[src/rtl/qs_arb.sv]
// qs_arb -- packet-level round-robin arbiter in front of a shared qs sorter.
//
// Grants one requester per packet (sop..eop), forwards its beats to the qs
// input port, remembers the owner of every admitted packet in an in-order
// tag FIFO and steers each sorted output packet back to that owner through
// a registered response port.
//
// Ports:
//   clk, rst          clock; asynchronous active-low reset
//   req_vld/sop/eop   per-requester beat valid / start / end of packet (N)
//   req_dat           per-requester data, requester i at [i*W +: W]
//   req_rdy           per-requester beat accepted (N)
//   qs_in_*           beat stream towards qs (vld/sop/eop/dat, rdy back)
//   qs_out_*          sorted stream from qs (vld/sop/eop/err/dat)
//   rsp_vld_r         one-hot response valid to the owning requester (N)
//   rsp_sop/eop/err/dat_r  shared registered response fields
//   stray_r           sticky: orphan output beat or dropped non-sop beat seen
module qs_arb #(
    parameter int N         = 4,
    parameter int W         = 32,
    parameter int TAG_DEPTH = 4
) (
    input  logic           clk,
    input  logic           rst,
    input  logic [N-1:0]   req_vld,
    input  logic [N-1:0]   req_sop,
    input  logic [N-1:0]   req_eop,
    input  logic [N*W-1:0] req_dat,
    output logic [N-1:0]   req_rdy,
    output logic           qs_in_vld,
    output logic           qs_in_sop,
    output logic           qs_in_eop,
    output logic [W-1:0]   qs_in_dat,
    input  logic           qs_in_rdy,
    input  logic           qs_out_vld,
    input  logic           qs_out_sop,
    input  logic           qs_out_eop,
    input  logic           qs_out_err,
    input  logic [W-1:0]   qs_out_dat,
    output logic [N-1:0]   rsp_vld_r,
    output logic           rsp_sop_r,
    output logic           rsp_eop_r,
    output logic           rsp_err_r,
    output logic [W-1:0]   rsp_dat_r,
    output logic           stray_r
);

    localparam int GW = (N > 1) ? $clog2(N) : 1;
    localparam int AW = $clog2(TAG_DEPTH);

    typedef enum logic {IDLE, BUSY} state_t;

    state_t          state_q, state_d;
    logic [GW-1:0]   g_q, g_d;
    logic [GW-1:0]   ptr_q, ptr_d;
    logic [AW:0]     wr_ptr_q, wr_ptr_d;
    logic [AW:0]     rd_ptr_q, rd_ptr_d;
    logic [GW-1:0]   tag_mem_q [TAG_DEPTH];
    logic [N-1:0]    rsp_vld_q, rsp_vld_d;
    logic            rsp_sop_q, rsp_sop_d;
    logic            rsp_eop_q, rsp_eop_d;
    logic            rsp_err_q, rsp_err_d;
    logic [W-1:0]    rsp_dat_q, rsp_dat_d;
    logic            stray_q, stray_d;

    logic [N-1:0]    cand;
    logic            found;
    logic [GW-1:0]   pick;
    int              idx;
    logic            fifo_full, fifo_empty, push, pop;
    logic [GW-1:0]   head_tag;
    logic [N-1:0]    rdy_c;
    logic [N-1:0]    drop_c;

    // Occupancy pointers are one bit wider than the address so that
    // full and empty are distinguishable when the addresses match.
    assign fifo_empty = (wr_ptr_q == rd_ptr_q);
    assign fifo_full  = (wr_ptr_q[AW] != rd_ptr_q[AW]) &&
                        (wr_ptr_q[AW-1:0] == rd_ptr_q[AW-1:0]);
    assign head_tag   = tag_mem_q[rd_ptr_q[AW-1:0]];
    assign pop        = qs_out_vld & qs_out_eop & ~fifo_empty;

    // Non-sop beats offered while no packet is granted are swallowed.
    assign drop_c     = (state_q == IDLE) ? (req_vld & ~req_sop) : '0;

    // First sop-valid requester at or after the pointer, modulo N.
    always_comb begin
        cand  = req_vld & req_sop;
        found = 1'b0;
        pick  = '0;
        idx   = 0;
        for (int k = 0; k < N; k++) begin
            idx = int'(ptr_q) + k;
            if (idx >= N) idx = idx - N;
            if (!found && cand[idx]) begin
                found = 1'b1;
                pick  = GW'(idx);
            end
        end
    end

    always_comb begin
        state_d   = state_q;
        g_d       = g_q;
        ptr_d     = ptr_q;
        push      = 1'b0;
        rdy_c     = '0;
        qs_in_vld = 1'b0;
        qs_in_sop = 1'b0;
        qs_in_eop = 1'b0;
        qs_in_dat = '0;
        case (state_q)
            IDLE: begin
                rdy_c = drop_c;
                // Full is taken before any same-cycle pop on purpose.
                if (found && !fifo_full) begin
                    g_d     = pick;
                    push    = 1'b1;
                    state_d = BUSY;
                end
            end
            BUSY: begin
                qs_in_vld    = req_vld[g_q];
                qs_in_sop    = req_sop[g_q];
                qs_in_eop    = req_eop[g_q];
                qs_in_dat    = req_dat[int'(g_q)*W +: W];
                rdy_c[g_q]   = qs_in_rdy;
                if (qs_in_vld && qs_in_rdy && qs_in_eop) begin
                    state_d = IDLE;
                    ptr_d   = (g_q == GW'(N-1)) ? '0 : g_q + 1'b1;
                end
            end
            default: state_d = IDLE;
        endcase
    end

    // Nothing is acknowledged while reset is held.
    assign req_rdy = rdy_c & {N{rst}};

    always_comb begin
        wr_ptr_d  = wr_ptr_q + (AW+1)'(push);
        rd_ptr_d  = rd_ptr_q + (AW+1)'(pop);
        rsp_vld_d = '0;
        rsp_sop_d = rsp_sop_q;
        rsp_eop_d = rsp_eop_q;
        rsp_err_d = rsp_err_q;
        rsp_dat_d = rsp_dat_q;
        stray_d   = stray_q | (|drop_c);
        if (qs_out_vld) begin
            rsp_sop_d = qs_out_sop;
            rsp_eop_d = qs_out_eop;
            rsp_dat_d = qs_out_dat;
            if (!fifo_empty) begin
                rsp_vld_d = N'(1) << head_tag;
                rsp_err_d = qs_out_err;
            end else begin
                // Output beat with no owner on record.
                rsp_err_d = 1'b1;
                stray_d   = 1'b1;
            end
        end
    end

    always_ff @(posedge clk or negedge rst) begin
        if (!rst) begin
            state_q   <= IDLE;
            g_q       <= '0;
            ptr_q     <= '0;
            wr_ptr_q  <= '0;
            rd_ptr_q  <= '0;
            rsp_vld_q <= '0;
            rsp_sop_q <= 1'b0;
            rsp_eop_q <= 1'b0;
            rsp_err_q <= 1'b0;
            rsp_dat_q <= '0;
            stray_q   <= 1'b0;
        end else begin
            state_q   <= state_d;
            g_q       <= g_d;
            ptr_q     <= ptr_d;
            wr_ptr_q  <= wr_ptr_d;
            rd_ptr_q  <= rd_ptr_d;
            rsp_vld_q <= rsp_vld_d;
            rsp_sop_q <= rsp_sop_d;
            rsp_eop_q <= rsp_eop_d;
            rsp_err_q <= rsp_err_d;
            rsp_dat_q <= rsp_dat_d;
            stray_q   <= stray_d;
        end
    end

    // Tag storage needs no reset; validity comes from the pointers.
    always_ff @(posedge clk) begin
        if (push) tag_mem_q[wr_ptr_q[AW-1:0]] <= pick;
    end

    assign rsp_vld_r = rsp_vld_q;
    assign rsp_sop_r = rsp_sop_q;
    assign rsp_eop_r = rsp_eop_q;
    assign rsp_err_r = rsp_err_q;
    assign rsp_dat_r = rsp_dat_q;
    assign stray_r   = stray_q;

endmodule

[config.mk]
export PLATFORM = sky130hd
export DESIGN_NAME = qs_arb
export DESIGN_NICKNAME = d
export VERILOG_FILES = /design/src/rtl/qs_arb.sv
export SDC_FILE = /design/constraint.sdc
export NUM_CORES = 1
export LEC_CHECK = 0
export CORE_MARGIN = 2
export CORE_UTILIZATION = 25
export CTS_CLUSTER_SIZE = 8
export DETAILED_ROUTE_END_ITERATION = 16
export DONT_BUFFER_PORTS = 1
export PLACE_DENSITY = 0.42
export SYNTH_ARGS = -nofsm -noshare
export SYNTH_HDL_FRONTEND = slang
export SYNTH_SLANG_ARGS = --single-unit
[constraint.sdc]
create_clock -name clk -period 1.65 [get_ports clk]
set_input_delay 0.33 -clock clk [delete_from_list [all_inputs] [get_ports clk]]
set_output_delay 0.33 -clock clk [all_outputs]
set_load 0.02 [all_outputs]
Word level (Yosys, flattened, before mapping)
Memory sizes are Yosys's and may differ from the RTL's.
Cells that the tools add are included.

word-level totals
  flip-flop bits (word level) = 51
  bits in writable memories = 8
  bits of input ports = 179
  memories = 1

operators by class
  add/subtract/negate cells = 10
  order comparisons = 10
  equal/unequal tests = 4
  shift-type cells = 2
  muxes and demuxes = 50
  bitwise gates (word level) = 10
  reductions and logical operators = 15

memory list
  memory     words  bits a word  rd ports  clocked after memory_dff  wr ports  RTL line  source
  tag_mem_q  4      2            1         0                         1         58        logic [GW-1:0] tag_mem_q [TAG_DEPTH];

operators by type and width
  kind                                                                                  number
  32-bit 2-to-1 mux                                                                     5
  32-bit by 4-bit < comparator with 1-bit output (second input constant)                4
  128-bit by 8-bit variable part select with 32-bit output                              1
  1-bit 2-to-1 mux                                                                      27
  4-bit AND                                                                             4
  1-bit binary-select mux with 2-bit select                                             7
  4-bit 2-to-1 mux                                                                      3
  3-bit by 3-bit subtractor with 4-bit output (second input constant)                   3
  2-bit 2-to-1 mux                                                                      5
  3-bit greater-or-equal comparator (second input constant)                             3
  1-bit logical AND                                                                     8
  4-bit case mux with 2 select lines                                                    1
  2-bit by 2-bit adder with 3-bit output (second input constant)                        2
  3-bit by 1-bit adder with 3-bit output                                                2
  1-bit logical NOT                                                                     4
  4-bit NOT                                                                             1
  2-bit AND reduction                                                                   2
  4-bit OR reduction                                                                    1
  1-bit by 2-bit left shift with 4-bit output (first input constant)                    1
  2-bit by 3-bit subtractor with 4-bit output (second input constant)                   1
  2-bit by 1-bit adder with 3-bit output (second input constant)                        1
  3-bit equality test                                                                   1
  2-bit by 3-bit greater-or-equal comparator with 1-bit output (second input constant)  1
  2-bit by 3-bit < comparator with 1-bit output (second input constant)                 1
  10 further kinds                                                                      12

Logic depth before layout (Yosys ltp)
Gate-level depths: netlist of the first run.

  word-level depth = 20
  gate-level depth with buffers = 7
  gate-level depth less buffers = 7

Worst setup path before layout of the first run
Ideal clock, no wire load.

  kind = reg-to-output
  from = reg g_q[0]
  to = out qs_in_dat[14]
  arrival time = 1490 ps
  data required time = 1320 ps
  path slack = -170 ps
  stages on the path, launching flop included = 5
  path through = dfrtp_1 > buf_6 > buf_6 > mux4_2 > and2_1

on the way
  cells in the longest elaborated chain, start to end = 2

RTL lines
  item                                                      RTL line  source
  from (decl)                                               54        logic [GW-1:0] g_q, g_d;
  from (signal assigned)                                    179       g_q <= g_d;
  128-bit by 8-bit variable part select with 32-bit output  126       qs_in_dat = req_dat[int'(g_q)*W +: W];
  32-bit 2-to-1 mux                                         112       case (state_q)
  to (decl)                                                 33        output logic [W-1:0] qs_in_dat,

No other way between the ends.

Worst setup path after layout of the first run
  from = reg g_q[0]
  to = out qs_in_vld

on the way
  cells in the longest elaborated chain, start to end = 3

RTL lines
  item                                       RTL line  source
  1-bit binary-select mux with 2-bit select  123       qs_in_vld = req_vld[g_q];
  1-bit 2-to-1 mux (implied by the code)     123
  1-bit 2-to-1 mux                           112
  to (decl)                                  30        output logic qs_in_vld,

No other way between the ends. The select of a mux whose other input is x is not followed.

==> impl_results.md, run 1 <==
- Status: complete, but fails checks
- Violated checks: setup timing
- DIE AREA: 0.01554 mm^2
- IO Pins: 258
- Crit. End Element: output pin
- DR vias: 2484
- Fin crit share: 126.8%
- Synth Warn #: 0
- ANT nets after route: 0
- Power, Total: 0.009528 W
- Seq/Total Area, Yosys: 41.66%
- Num CTS Buffers: 9
- Clock skew: approximately 0.0044 ns
- P per Cell Area: 1916 mW/mm^2
- Clock Tree Root: clkbuf_16
- Crit start category: register
- Hold Crit Class: in -> reg
- Syn avg cell area: 13.84 um^2
- Post-Syn Area: 0.003640 mm^2
- Congestion Overflow GR: 0
- Post-route worst setup slack: -0.4427 ns
- Via-to-Cell Ratio: 5.059
- Htree depth: 3
- Pins over their slew limit: 0
- FMAX: ~0.48 GHz
- Flops & latches, synth: 59
- Row count: between 40 and 50
- Initial antenna violation count: 0
- Post-Syn Instances: 263
- Max transition margin: 77.74%
- Synth unique cells: 45
- Share of the synthesized area in the top cell type: 35.06%
- Final #Nets: about 490
- Buffers on Ports: 0
- CTS clock-pin slew for the worst setup and hold paths: about 0.05 ns
- Clock Path Buffers: 2
- Worst Path Required: 1.32 ns
- Final Wtd Congestion: 0.8662
- Final setup viols: 51
- Final worst path period need: 2.093 ns
- TritonRoute pass-1 iters: 4
- Total track usage: 13.35%
- Leak: 1.953 nW
- Clk Latency, worst-skew pair: 0.32 ns
- TritonCTS Sinks: 59
- DRC viols: 0
- Initial Util: 25.33%
- First-pass GRT wire length: 16070 um
- Die X: 124.7 um
- Placed wire-length estimate: 7682 um
- # Max-Cap Violations: 0
- DR WL/cell: ~21 um
- Worst slew pin tran: 0.3296 ns
- Arrival @ worst endpoint: 1.76 ns
- Hold slack: 0.09165 ns
- Number of global-route vias before repair: 2748
- Placeable Area: 0.01437 mm^2
- Final hold vios: 0
- CTS tree: done
- Post-synth top area cell: dfrtp_1
- 1st-iter DRT viols: 70
- Final wirelength: approximately 10000 um
- Crit path max fanout: 5
- Worst VDD drop: approximately 600 uV
- Ranking of synthesized cells by area: dfrtp_1 (35%), mux4_2 (20%), mux2_2 (10%)
- Net count after synthesis: 450
- RSZ-0062 raised after global routing: yes
- Share of cells above drive strength 1: 67.43%
- # diodes: 0
- Commonest non-fill, non-tap cell in the layout: dfrtp_1
- Largest net degree at the start of global routing: 52
- Critical path type: reg -> out
- Die Y: 124.7 um
- Layout area overhead: 36.61%
- Commonest non-fill, non-tap cells in the layout: dfrtp_1 (49), and2_4 (38), mux4_2 (34)
==> cell usage after synthesis <==
| cell | number |
|---|---|
| mux4_1 | 3 |
| and3_2 | 1 |
| or2b_1 | 1 |
| a22o_2 | 1 |
| edfxtp_1 | 8 |
| inv_4 | 1 |
| a211o_1 | 1 |
| mux2_4 | 3 |
| nor4bb_1 | 2 |
| nor2_1 | 5 |
| buf_2 | 6 |
| o22a_1 | 1 |
| dfrtp_1 | 51 |
| a32o_1 | 1 |
| and2_1 | 38 |
| nand2b_1 | 4 |
| mux2i_1 | 2 |
| a22oi_1 | 1 |
| nand3_1 | 4 |
| nand2_2 | 1 |
| o22ai_2 | 1 |
| a21o_2 | 1 |
| xnor2_1 | 1 |
| nor3_1 | 3 |
| nand2_1 | 7 |
| o221ai_1 | 1 |
| mux4_2 | 33 |
| mux2_2 | 33 |
| or3_4 | 1 |
| a21oi_1 | 3 |
| o21ai_0 | 5 |
| ha_1 | 8 |
| and2_4 | 1 |
| nor3b_1 | 3 |
| xor2_1 | 4 |
| a41oi_1 | 1 |
| and4b_1 | 1 |
| inv_1 | 3 |
| buf_6 | 3 |
| and3_1 | 2 |
| a2bb2oi_1 | 1 |
| nor4b_1 | 1 |
| and2b_1 | 1 |
| clkbuf_1 | 9 |
| o31ai_1 | 1 |
==> through the flow <==
stage                     instances  area, um^2  TNS [ns]  utilization (%)  worst slack (ns)
final                           491        4972    -16.28            34.60           -0.4427
after floorplan                 263        3716    -2.718                -           -0.1172
after global routing            491        4972    -19.33            34.60           -0.5056
after global placement          454        4044    -2.788            28.14           -0.1002
after detailed placement        454        4044    -3.603            28.14           -0.1248
after CTS                       484        4858    -16.60            33.81           -0.4559
==> flip-flops by register name, indices dropped and copies added, names as in the netlist <==
name	flops
g_q	2
ptr_q	2
rd_ptr_q	3
rsp_dat_r	32
rsp_eop_r	1
rsp_err_r	1
rsp_sop_r	1
rsp_vld_r	4
state_q	1
stray_r	1
tag_mem_q	8
wr_ptr_q	3
==> power by group <==
group | total [W] | internal [W] | switching, W
clock | 0.00210 | 0.00146 | 0.000641
sequential | 0.00223 | 0.00179 | 0.000434
combinational | 0.00520 | 0.00283 | 0.00237
==> what timing repair did <==
action / in CTS / in global routing
hold endpoints to repair: 51 / 0
setup buffers: 11 / 9
cloned: 3 / 0
setup endpoints to repair: 53 / 55
resized for setup: 86 / 22
pin swaps: 17 / 4
hold buffers: 2 / 0
==> worst max-delay path: stages, from the launching register on <==
cell,delay (ns)
dfrtp_2,0.42
buf_6,0.13
buf_6,0.08
mux4_2,0.52
and2_4,0.17
buf_6,0.13
==> routing by layer <==
metal,vias up,global-route usage [%],wire length (um),part of all wire (%)
li1,1076,-,-,-
met2,159,22.76,5423,52
met5,-,0,0,0
met1,1238,16.15,4124,39
met3,11,3.909,791,7.6
met4,0,4.494,118,1.1
==> cell type report <==
type                            count  area [um^2]
Timing Repair Buffer               46        503.0
Sequential cell                    59         1519
Tap cell                          184        230.2
Inverter                            4        30.03
Clock buffer                       11        264.0
Clock inverter                      5        82.58
Fill cell                        1370         9397
Multi-Input combinational cell    182         2344
==> worst paths after layout <==
| path | from | to | slack (ns) | cells after the start |
|---|---|---|---|---|
| worst max-delay path | g_q[0] | qs_in_vld | -0.44 | 5 |
| worst min-delay path | qs_out_vld | rsp_err_r | 0.09 | 1 |
| worst max register to register | g_q[0] | ptr_q[1] | -0.37 | 8 |
| worst min register to register | g_q[0] | g_q[0] | 0.61 | 1 |
| max in group asynchronous | rst | g_q[1] | 0.87 | 2 |
| min in group asynchronous | rst | rsp_dat_r[0] | 0.52 | 2 |
==> kinds of logic (layout without fill, tap and decap cells) <==
kind of cell	count (synthesis)	in the layout	synth area share, %
and+or+nand+nor	76	76	12.79
muxes	74	74	34.58
DFF	59	59	41.66
buffers and inverters	22	66	3.163
AOI/OAI and AO/OA	19	19	3.850
adders and majority gates	8	8	2.750
xor gates and xnor gates	5	5	1.203
No activity file was read; power rests on OpenSTA's default activity.
==> inputs of run 2 (changes only) <==
--- a/config.mk
+++ b/config.mk
@@ -5,8 +5,8 @@
 export SDC_FILE = /design/constraint.sdc
 export NUM_CORES = 1
 export LEC_CHECK = 0
-export CORE_MARGIN = 2
 export CORE_UTILIZATION = 25
+export CTS_BUF_LIST = sky130_fd_sc_hd__clkbuf_4 sky130_fd_sc_hd__clkbuf_8
 export CTS_CLUSTER_SIZE = 8
 export DETAILED_ROUTE_END_ITERATION = 16
 export DONT_BUFFER_PORTS = 1
==> constraint.sdc (replaced) <==
create_clock -name clk -period 1.65 [get_ports clk]
set_input_delay 0.2475 -clock clk [delete_from_list [all_inputs] [get_ports clk]]
set_output_delay 0.2475 -clock clk [all_outputs]
set_load 0.02 [all_outputs]
==> impl_results.md, run 2 (synthesis results as in run 1) <==
- Status: complete, but fails checks (unchanged)
- Violated checks: setup timing (unchanged)
- Number of global-route vias before repair: 2544 (was 2748)
- Kind of cell adding the most delay to the critical path: multiplexers (unchanged)
- Crit. Startpoint: g_q[0] (unchanged)
- Post-route worst setup slack: -0.4143 ns (was -0.4427 ns)
- Crit start category: register (unchanged)
- Clock Path Buffers: 2 (unchanged)
- Row count: 43 (was 44)
- Top cell by count, worst path: buf_12 (was buf_6)
- Max transition margin: 74.09% (was 77.74%)
- Pins over their slew limit: 0 (unchanged)
- DP Worst Slack: -0.1686 ns (was -0.1248 ns)
- CTS tree: done (unchanged)
- Fin crit share: 125.1% (was 126.8%)
- Hold Crit Depth: 1 (unchanged)
- Final Wtd Congestion: 0.8786 (was 0.8662)
- Via-to-Cell Ratio: 5.080 (was 5.059)
- Clock skew: 0.006113 ns (was 0.004351 ns)
- Clk Latency, worst-skew pair: 0.33 ns (was 0.32 ns)
- Hold slack: 0.04600 ns (was 0.09165 ns)
- Crit-path cells: buf_12 > buf_12 > buf_16 > mux4_2 > and2_4 (was buf_6 > buf_6 > mux4_2 > and2_4 > buf_6)
- Worst R2R Setup Slack: -0.29 ns (was -0.37 ns)
- Worst VDD drop: 981.0 uV (was 599.9 uV)
- Critical path buffers and inverters: 3 (unchanged)
- Met3 usage: 5.855% (was 3.909%)
- TritonCTS Sinks: 59 (unchanged)
- CTS clock-pin slew for the worst setup and hold paths: 0.07 ns (was 0.05 ns)
- ANT nets after route: 0 (unchanged)
- Critical path type: reg -> out (unchanged)
- R2R depth: 9 (was 8)
- Final hold vios: 0 (unchanged)
- Min-Delay Endpoint: rsp_eop_r (was rsp_err_r)
- RSZ-0062 raised after global routing: yes (unchanged)
- DR vias: 2464 (was 2484)
- Num CTS Buffers: 9 (unchanged)
- Commonest non-fill, non-tap cell in the layout: dfrtp_1 (unchanged)
- 1st-iter DRT viols: 58 (was 70)
- Share of cells above drive strength 1: 64.47% (was 67.43%)
- Initial Util: 25.92% (was 25.33%)
- P per Cell Area: 1791 mW/mm^2 (was 1916 mW/mm^2)
- Congestion Overflow GR: 0 (unchanged)
- # Max-Cap Violations: 0 (unchanged)
- Layout area overhead: 29.80% (was 36.61%)
- IO Pins: 258 (unchanged)
- Worst slew pin tran: 0.3836 ns (was 0.3296 ns)
- First-pass GRT wire length: 14500 um (was 16070 um)
- Crit. End Element: output pin (unchanged)
- Hold Crit Class: in -> reg (unchanged)
- Routing usage on met2: 22.44% (was 22.76%)
- Largest register FFs: 32 (unchanged)
- Final #Nets: 486 (was 489)
- Htree depth: 3 (unchanged)
- Worst Path Required: 1.40 ns (was 1.32 ns)
- Busiest layer in global routing: met2 (unchanged)
- Die X: 122.7 um (was 124.7 um)
- Initial antenna violation count: 2 (was 0)
- Slowest-stage cell, CP: mux4_2 (unchanged)
- Worst Hold Launch: qs_out_vld (unchanged)
- Finished Layout Cells: 485 (was 491)
- Buffers on Ports: 0 (unchanged)
- Reg2Reg Capture Point: ptr_q[0] (was ptr_q[1])
- Crit path max fanout: 8 (was 5)
- Final wirelength: 9941 um (was 10460 um)
- CP max stage delay: 0.50 ns (was 0.52 ns)
- TritonRoute pass-1 iters: 4 (unchanged)
- FMAX: 0.4844 GHz (was 0.4778 GHz)
- Clock Tree Root: clkbuf_8 (was clkbuf_16)
- Total track usage: 13.17% (was 13.35%)
- Met1 usage: 14.77% (was 16.15%)
- DR WL/cell: 20.50 um (was 21.30 um)
- Placeable Area: 0.01404 mm^2 (was 0.01437 mm^2)
- Cell count after placement: 453 (was 454)
- DRC viols: 0 (unchanged)
- Placed wire-length estimate: 7458 um (was 7682 um)
- Final core area utilization: 33.65% (was 34.60%)
- Arrival @ worst endpoint: 1.82 ns (was 1.76 ns)
- Final setup viols: 48 (was 51)
- DIE AREA: 0.01505 mm^2 (was 0.01554 mm^2)
- Leak: 1.864 nW (was 1.953 nW)
- Final worst path period need: 2.064 ns (was 2.093 ns)
- Commonest non-fill, non-tap cells in the layout: dfrtp_1 (49), and2_4 (38), mux4_2 (34) (unchanged)
- R2R Path Start: g_q[0] (unchanged)
- Die Y: 122.7 um (was 124.7 um)
- Largest net degree at the start of global routing: 52 (unchanged)
==> run 2: cell types whose count changed in the layout (fill, tap and decap cells not counted), moves of 3 or more <==
cell,previous run,this run
buf_4,27,23
clkbuf_16,10,0
clkbuf_8,1,10
clkinv_2,1,4
ha_4,7,3
==> run 2: where the power goes <==
group / internal (W) / switching, W
Combinational: 0.00280 / 0.00230
Sequential: 0.00179 / 0.000418
Clock: 0.000594 / 0.000565
==> run 2: layer usage <==
metal	vias to the layer above	share of wire [%]
li1	1068	-
met1	1225	38
met2	156	51
met3	13	9.9
met4	2	1.4
met5	-	0.11
==> run 2: worst max-delay path by stage <==
stage	slack [ns]	cells after the start	end
2_1_floorplan	-0.07	4	qs_in_dat[24]
3_3_place_gp	-0.17	6	tag_mem_q[1][1]
3_5_place_dp	-0.17	6	tag_mem_q[1][1]
4_1_cts	-0.44	5	qs_in_dat[23]
5_1_grt	-0.48	5	qs_in_dat[13]
6_report	-0.41	5	qs_in_dat[23]
==> run 2: cell type report <==
cell class / instances / area [um^2]
well taps: 180 / 225.2
flip-flops and latches: 59 / 1519
clock inverters: 5 / 28.78
repair buffers: 43 / 515.5
inverters: 4 / 17.52
multi-input cells: 182 / 2271
fillers: 1364 / 9318
diodes: 1 / 2.502
clock buffers: 11 / 145.1
==> run 2: stage by stage <==
stage	power [W]	cell area, um^2	TNS, ns
after global routing	0.008989	4725	-17.84
after detailed placement	0.005955	4009	-4.597
after CTS	0.008349	4609	-15.83
final	0.008462	4725	-14.62
after global placement	0.005924	4009	-3.577
after floorplan	0.005072	3649	-2.029
==> run 2: what timing repair did <==
item                                    CTS  global route
buffers inserted                          6             6
endpoints found under the setup margin   52            55
hold buffers                              3             0
pin swaps                                16            10
endpoints found under the hold margin    52             0
resized for setup                       111            14
gates cloned                              3             0
==> patch 1 (config.mk and constraints of run 1) <==
`rsp_dat_q` no longer has a reset.
--- a/src/rtl/qs_arb.sv
+++ b/src/rtl/qs_arb.sv
@@ -172,7 +172,6 @@
             rsp_sop_q <= 1'b0;
             rsp_eop_q <= 1'b0;
             rsp_err_q <= 1'b0;
-            rsp_dat_q <= '0;
             stray_q   <= 1'b0;
         end else begin
             state_q   <= state_d;
@@ -184,9 +183,12 @@
             rsp_sop_q <= rsp_sop_d;
             rsp_eop_q <= rsp_eop_d;
             rsp_err_q <= rsp_err_d;
-            rsp_dat_q <= rsp_dat_d;
             stray_q   <= stray_d;
         end
+    end
+
+    always_ff @(posedge clk) begin
+        rsp_dat_q <= rsp_dat_d;
     end
 
     // Tag storage needs no reset; validity comes from the pointers.
Behaviour: not the same (a bounded check fails within 4 cycles, from zero or initial values and one cycle with rst low).
==> patch 1 against run 1 <==
- setup slack better by 0.054 ns
- cell area down 8.0%
- power down 6.3%
- the run still ends with setup timing left
- sequential cell count unchanged
- hold slack better by 0.0059 ns
- global-route usage down 0.79 points
- wire length down 3.5%
- synthesized area down 5.9%
- highest routed layer unchanged
==> patch 1: results (changes against run 1) <==
metric	value	unit	change
main area contributors after synthesis	edfxtp_1, mux4_2, dfrtp_1		
worst vdd ir	0.513	mV	-14%
placed cell area	3910	µm²	-3.3%
routed wire length	10100	µm	-3.5%
mux cell area share after synthesis	26.2	%	-8.3 points
met1 Use GR	16.6	%	+0.50 points
DRT iter0 DRCs	86		+23%
layout cells sized above 1	58.6	%	-8.8 points
Post-synth EDFFs	40		+32
number of global-route vias before repair	2232		-19%
crit-path max FO	7		+2
PnR worst setup slack	-0.389	ns	+0.0539 ns
first-pass GRT wire length	13500	µm	-16%
failing checks	setup timing		
HPWL after DPL	7820	µm	+1.7%
Hold Buf Count CTS	1		-1
largest net degree at the start of global routing	43		-17%
Lkg Pwr	1.70	nW	-13%
status	finished with violations		
Data arrival, critical path	1.71	ns	-0.05 ns
GR Util met2	19.6	%	-3.2 points
placed cell count	419		-7.7%
Synth Net Count	414		-8.0%
Async S/R FF share, synth	32.2	%	-54 points
M1 wire length	4180	µm	+1.3%
Syn. warnings	0		unchanged
Total GRT Usage	12.6	%	-0.79 points
Post-CTS Setup Inserts	8		-3
Syn Area/Cell	15.1	µm²	+9.0%
setup tns final	-14.17	ns	+2.11 ns
H-tree Lvls	3		unchanged
endpoints failing setup	46		-9.8%
GPL Wtd Cong	0.811		-6.4%
Post-synth top cells	edfxtp_1, and2_1, mux4_2		
Wirelength per Cell	22.4	µm	+5.3%
routed length on met3	722	µm	-8.7%
post_cts resized	50		-42%
clock skew	0.00332	ns	-0.00103 ns
Post-Synth XOR/XNOR Area	1.28	%	+0.076 points
Cell Area, Synth	3420	µm²	-5.9%
Synth Area in Compound Gates	4.09	%	+0.24 points
met3 GRT Util	3.43	%	-0.48 points
sequential cell area fraction in the yosys report	49.0	%	+7.3 points
patch 1: critical path: cells and delay by family, from the launching register on:
kind                   cells  cell delay [ns]
buffers and inverters      2             0.31
AND/OR/NAND/NOR            1             0.20
multiplexers               1             0.49
flip-flops                 1             0.39
patch 1: logic make-up (layout without fill, tap and decap cells):
logic type               after synthesis  in the layout
AO/OA/AOI/OAI                         19             19
XOR/XNOR                               5              5
adder cells (fa/ha/maj)                8              8
buffers and inverters                 18             64
flip-flops                            59             59
multiplexers                          42             42
other                                  0              1
AND/OR/NAND/NOR                       76             76
patch 1: area by class of cell:
| cell class | count | area (µm²) |
|---|---|---|
| clock inverters | 7 | 52.6 |
| well taps | 176 | 220 |
| inverters | 4 | 17.5 |
| fillers | 1262 | 8720 |
| flip-flops and latches | 59 | 1680 |
| repair buffers | 44 | 477 |
| diodes | 1 | 2.50 |
| multi-input cells | 150 | 1900 |
| clock buffers | 9 | 225 |
patch 1: report_power, final:
part           switching (mW)  total (mW)  internal [mW]
clock network           0.664        1.68           1.02
logic                    2.25        4.95           2.70
registers               0.390        2.29           1.90
total                    3.30        8.93           5.62
patch 1: through the flow:
stage	setup slack, ns	util, %
2_1_floorplan	-0.117	-
3_3_place_gp	-0.175	29.4
3_5_place_dp	-0.174	29.4
4_1_cts	-0.407	32.9
5_1_grt	-0.436	34.4
6_report	-0.389	34.4
patch 1: final timing paths:
check / end / slack [ns] / cells after the start
min: rsp_err_r / 0.1 / 1
max in group asynchronous: g_q[0] / 0.39 / 1
max: qs_in_dat[16] / -0.39 / 4
min reg2reg: rd_ptr_q[2] / 0.60 / 2
max reg2reg: ptr_q[0] / -0.14 / 6
min in group asynchronous: stray_r / 0.61 / 1
==> patch 2 (config.mk and constraints of run 1) <==
Made on the original files. The parameter `TAG_DEPTH` goes from 4 to 8.
--- a/src/rtl/qs_arb.sv
+++ b/src/rtl/qs_arb.sv
@@ -18,7 +18,7 @@
 module qs_arb #(
     parameter int N         = 4,
     parameter int W         = 32,
-    parameter int TAG_DEPTH = 4
+    parameter int TAG_DEPTH = 8
 ) (
     input  logic           clk,
     input  logic           rst,
Function: same outputs for any inputs over 4 cycles, from zero or initial values and one cycle with rst low; that may be too few to reach the edited logic, so the function may still have changed.
==> patch 2 against run 1 <==
- power grew 5.6%
- critical path depth fell by 2
- cell area up 9.1%
- critical path type unchanged
- setup slack gained 0.013 ns
- register-to-register slack better by 0.23 ns
- combinational power increased by 5.6%
- the run still ends with setup timing left
- sequential cell count is 10 higher
- wire length up 3.7%
- synthesized area is 11% higher
==> patch 2: results (changes against run 1) <==
metric	value	unit	change
Lkg Pwr	2.02	nW	+3.3%
average vias per placed instance	4.90		-3.0%
routed wire length	10800	µm	+3.7%
failing checks	setup timing		
Synth Net Count	486		+8.0%
Worst Tran Pin Value	0.510	ns	+0.180 ns
main area contributors after synthesis	dfrtp_1, mux4_2, edfxtp_1		
Hold WS	0.134	ns	+0.0421 ns
endpoints failing setup	50		-2.0%
fill count	1559		+14%
library cells used by synthesis	39		-13%
clock skew	0.00735	ns	+0.00300 ns
placed cell count	524		+15%
Post-synth EDFFs	16		+8
Final Max Tran Viols	0		unchanged
# nets final	512		+4.7%
Post-synth top cells	dfrtp_1, mux2_2, and2_1		
HPWL after DPL	8340	µm	+8.5%
sw frac	38.3	%	+2.1 points
Hold Path Cell Cnt	2		+1
final std cells w/o fill	547		+11%
M1 wire length	3810	µm	-7.7%
PnR worst setup slack	-0.430	ns	+0.0131 ns
worst reg2reg setup slack	-0.14	ns	+0.23 ns
number of global-route vias before repair	2961		+7.8%
worst vdd ir	0.566	mV	-5.7%
Met2 Wirelength	5750	µm	+6.1%
DRT iter0 DRCs	91		+30%
GPL Wtd Cong	0.800		-7.7%
setup tns final	-15.54	ns	+0.737 ns
status	finished with violations		
crit-path max FO	18		+13
routed length on met3	1030	µm	+30%
Total GRT Usage	12.2	%	-1.1 points
largest net degree at the start of global routing	54		+3.8%
first-pass GRT wire length	16800	µm	+4.7%
reg2reg path depth	5		-3
Async S/R FF share, synth	76.8	%	-9.6 points
gate count of the mapped netlist	299		+14%
layout cells sized above 1	60.6	%	-6.8 points
hold_sp	qs_out_err		
met1 Use GR	13.3	%	-2.9 points
met3 GRT Util	4.21	%	+0.30 points
initial antenna violation count	1		+1
sequential cell area fraction in the yosys report	44.5	%	+2.9 points
GR Util met2	22.1	%	-0.65 points
Setup WS pre-CTS	-0.270	ns	-0.145 ns
Slowest-stage cell, CP	mux4_2		
placed cell area	4620	µm²	+14%
==> patch 2: worst max-delay path by stage <==
stage          slack [ns]            end
2_1_floorplan       -0.11   rsp_vld_r[0]
3_3_place_gp        -0.19   rsp_vld_r[0]
3_5_place_dp        -0.27   rsp_vld_r[1]
4_1_cts             -0.45   qs_in_dat[3]
5_1_grt             -0.50  qs_in_dat[28]
6_report            -0.43  qs_in_dat[28]
==> patch 2: final cells by class <==
type | instances | area [µm²] | share of cell area (%)
multi-input combinational | 201 | 2540 | 46.9
tap | 216 | 270 | 4.98
timing repair buffer | 38 | 449 | 8.28
antenna | 1 | 2.50 | 0.0461
inverter | 6 | 35.0 | 0.646
clock buffer | 14 | 307 | 5.65
sequential | 69 | 1810 | 33.4
clock inverter | 2 | 10.0 | 0.184
==> patch 2: power by group through the flow <==
stage	Sequential, mW	Clock [mW]	Combinational (mW)
after CTS	2.64	2.00	5.15
after detailed placement	2.64	0	4.42
after global routing	2.66	2.07	5.90
final	2.61	1.96	5.49
after floorplan	2.48	0	3.74
after global placement	2.64	0	4.40
==> patch 2: kinds of logic after synthesis <==
| group | after synthesis | synth area share (%) |
|---|---|---|
| flip-flops | 69 | 44.5 |
| multiplexers | 81 | 33.3 |
| XOR/XNOR | 8 | 1.73 |
| adder cells (fa/ha/maj) | 8 | 2.47 |
| AO/OA/AOI/OAI | 20 | 3.24 |
| AND/OR/NAND/NOR | 84 | 11.8 |
| buffers and inverters | 29 | 2.96 |
==> patch 2: repair_timing <==
item | in CTS | in global routing
endpoints found under the hold margin | 53 | 0
hold buffers | 2 | 0
buffers inserted | 4 | 3
pin swaps | 15 | 11
gates cloned | 2 | 0
setup endpoints to repair | 72 | 63
resized for setup | 61 | 40
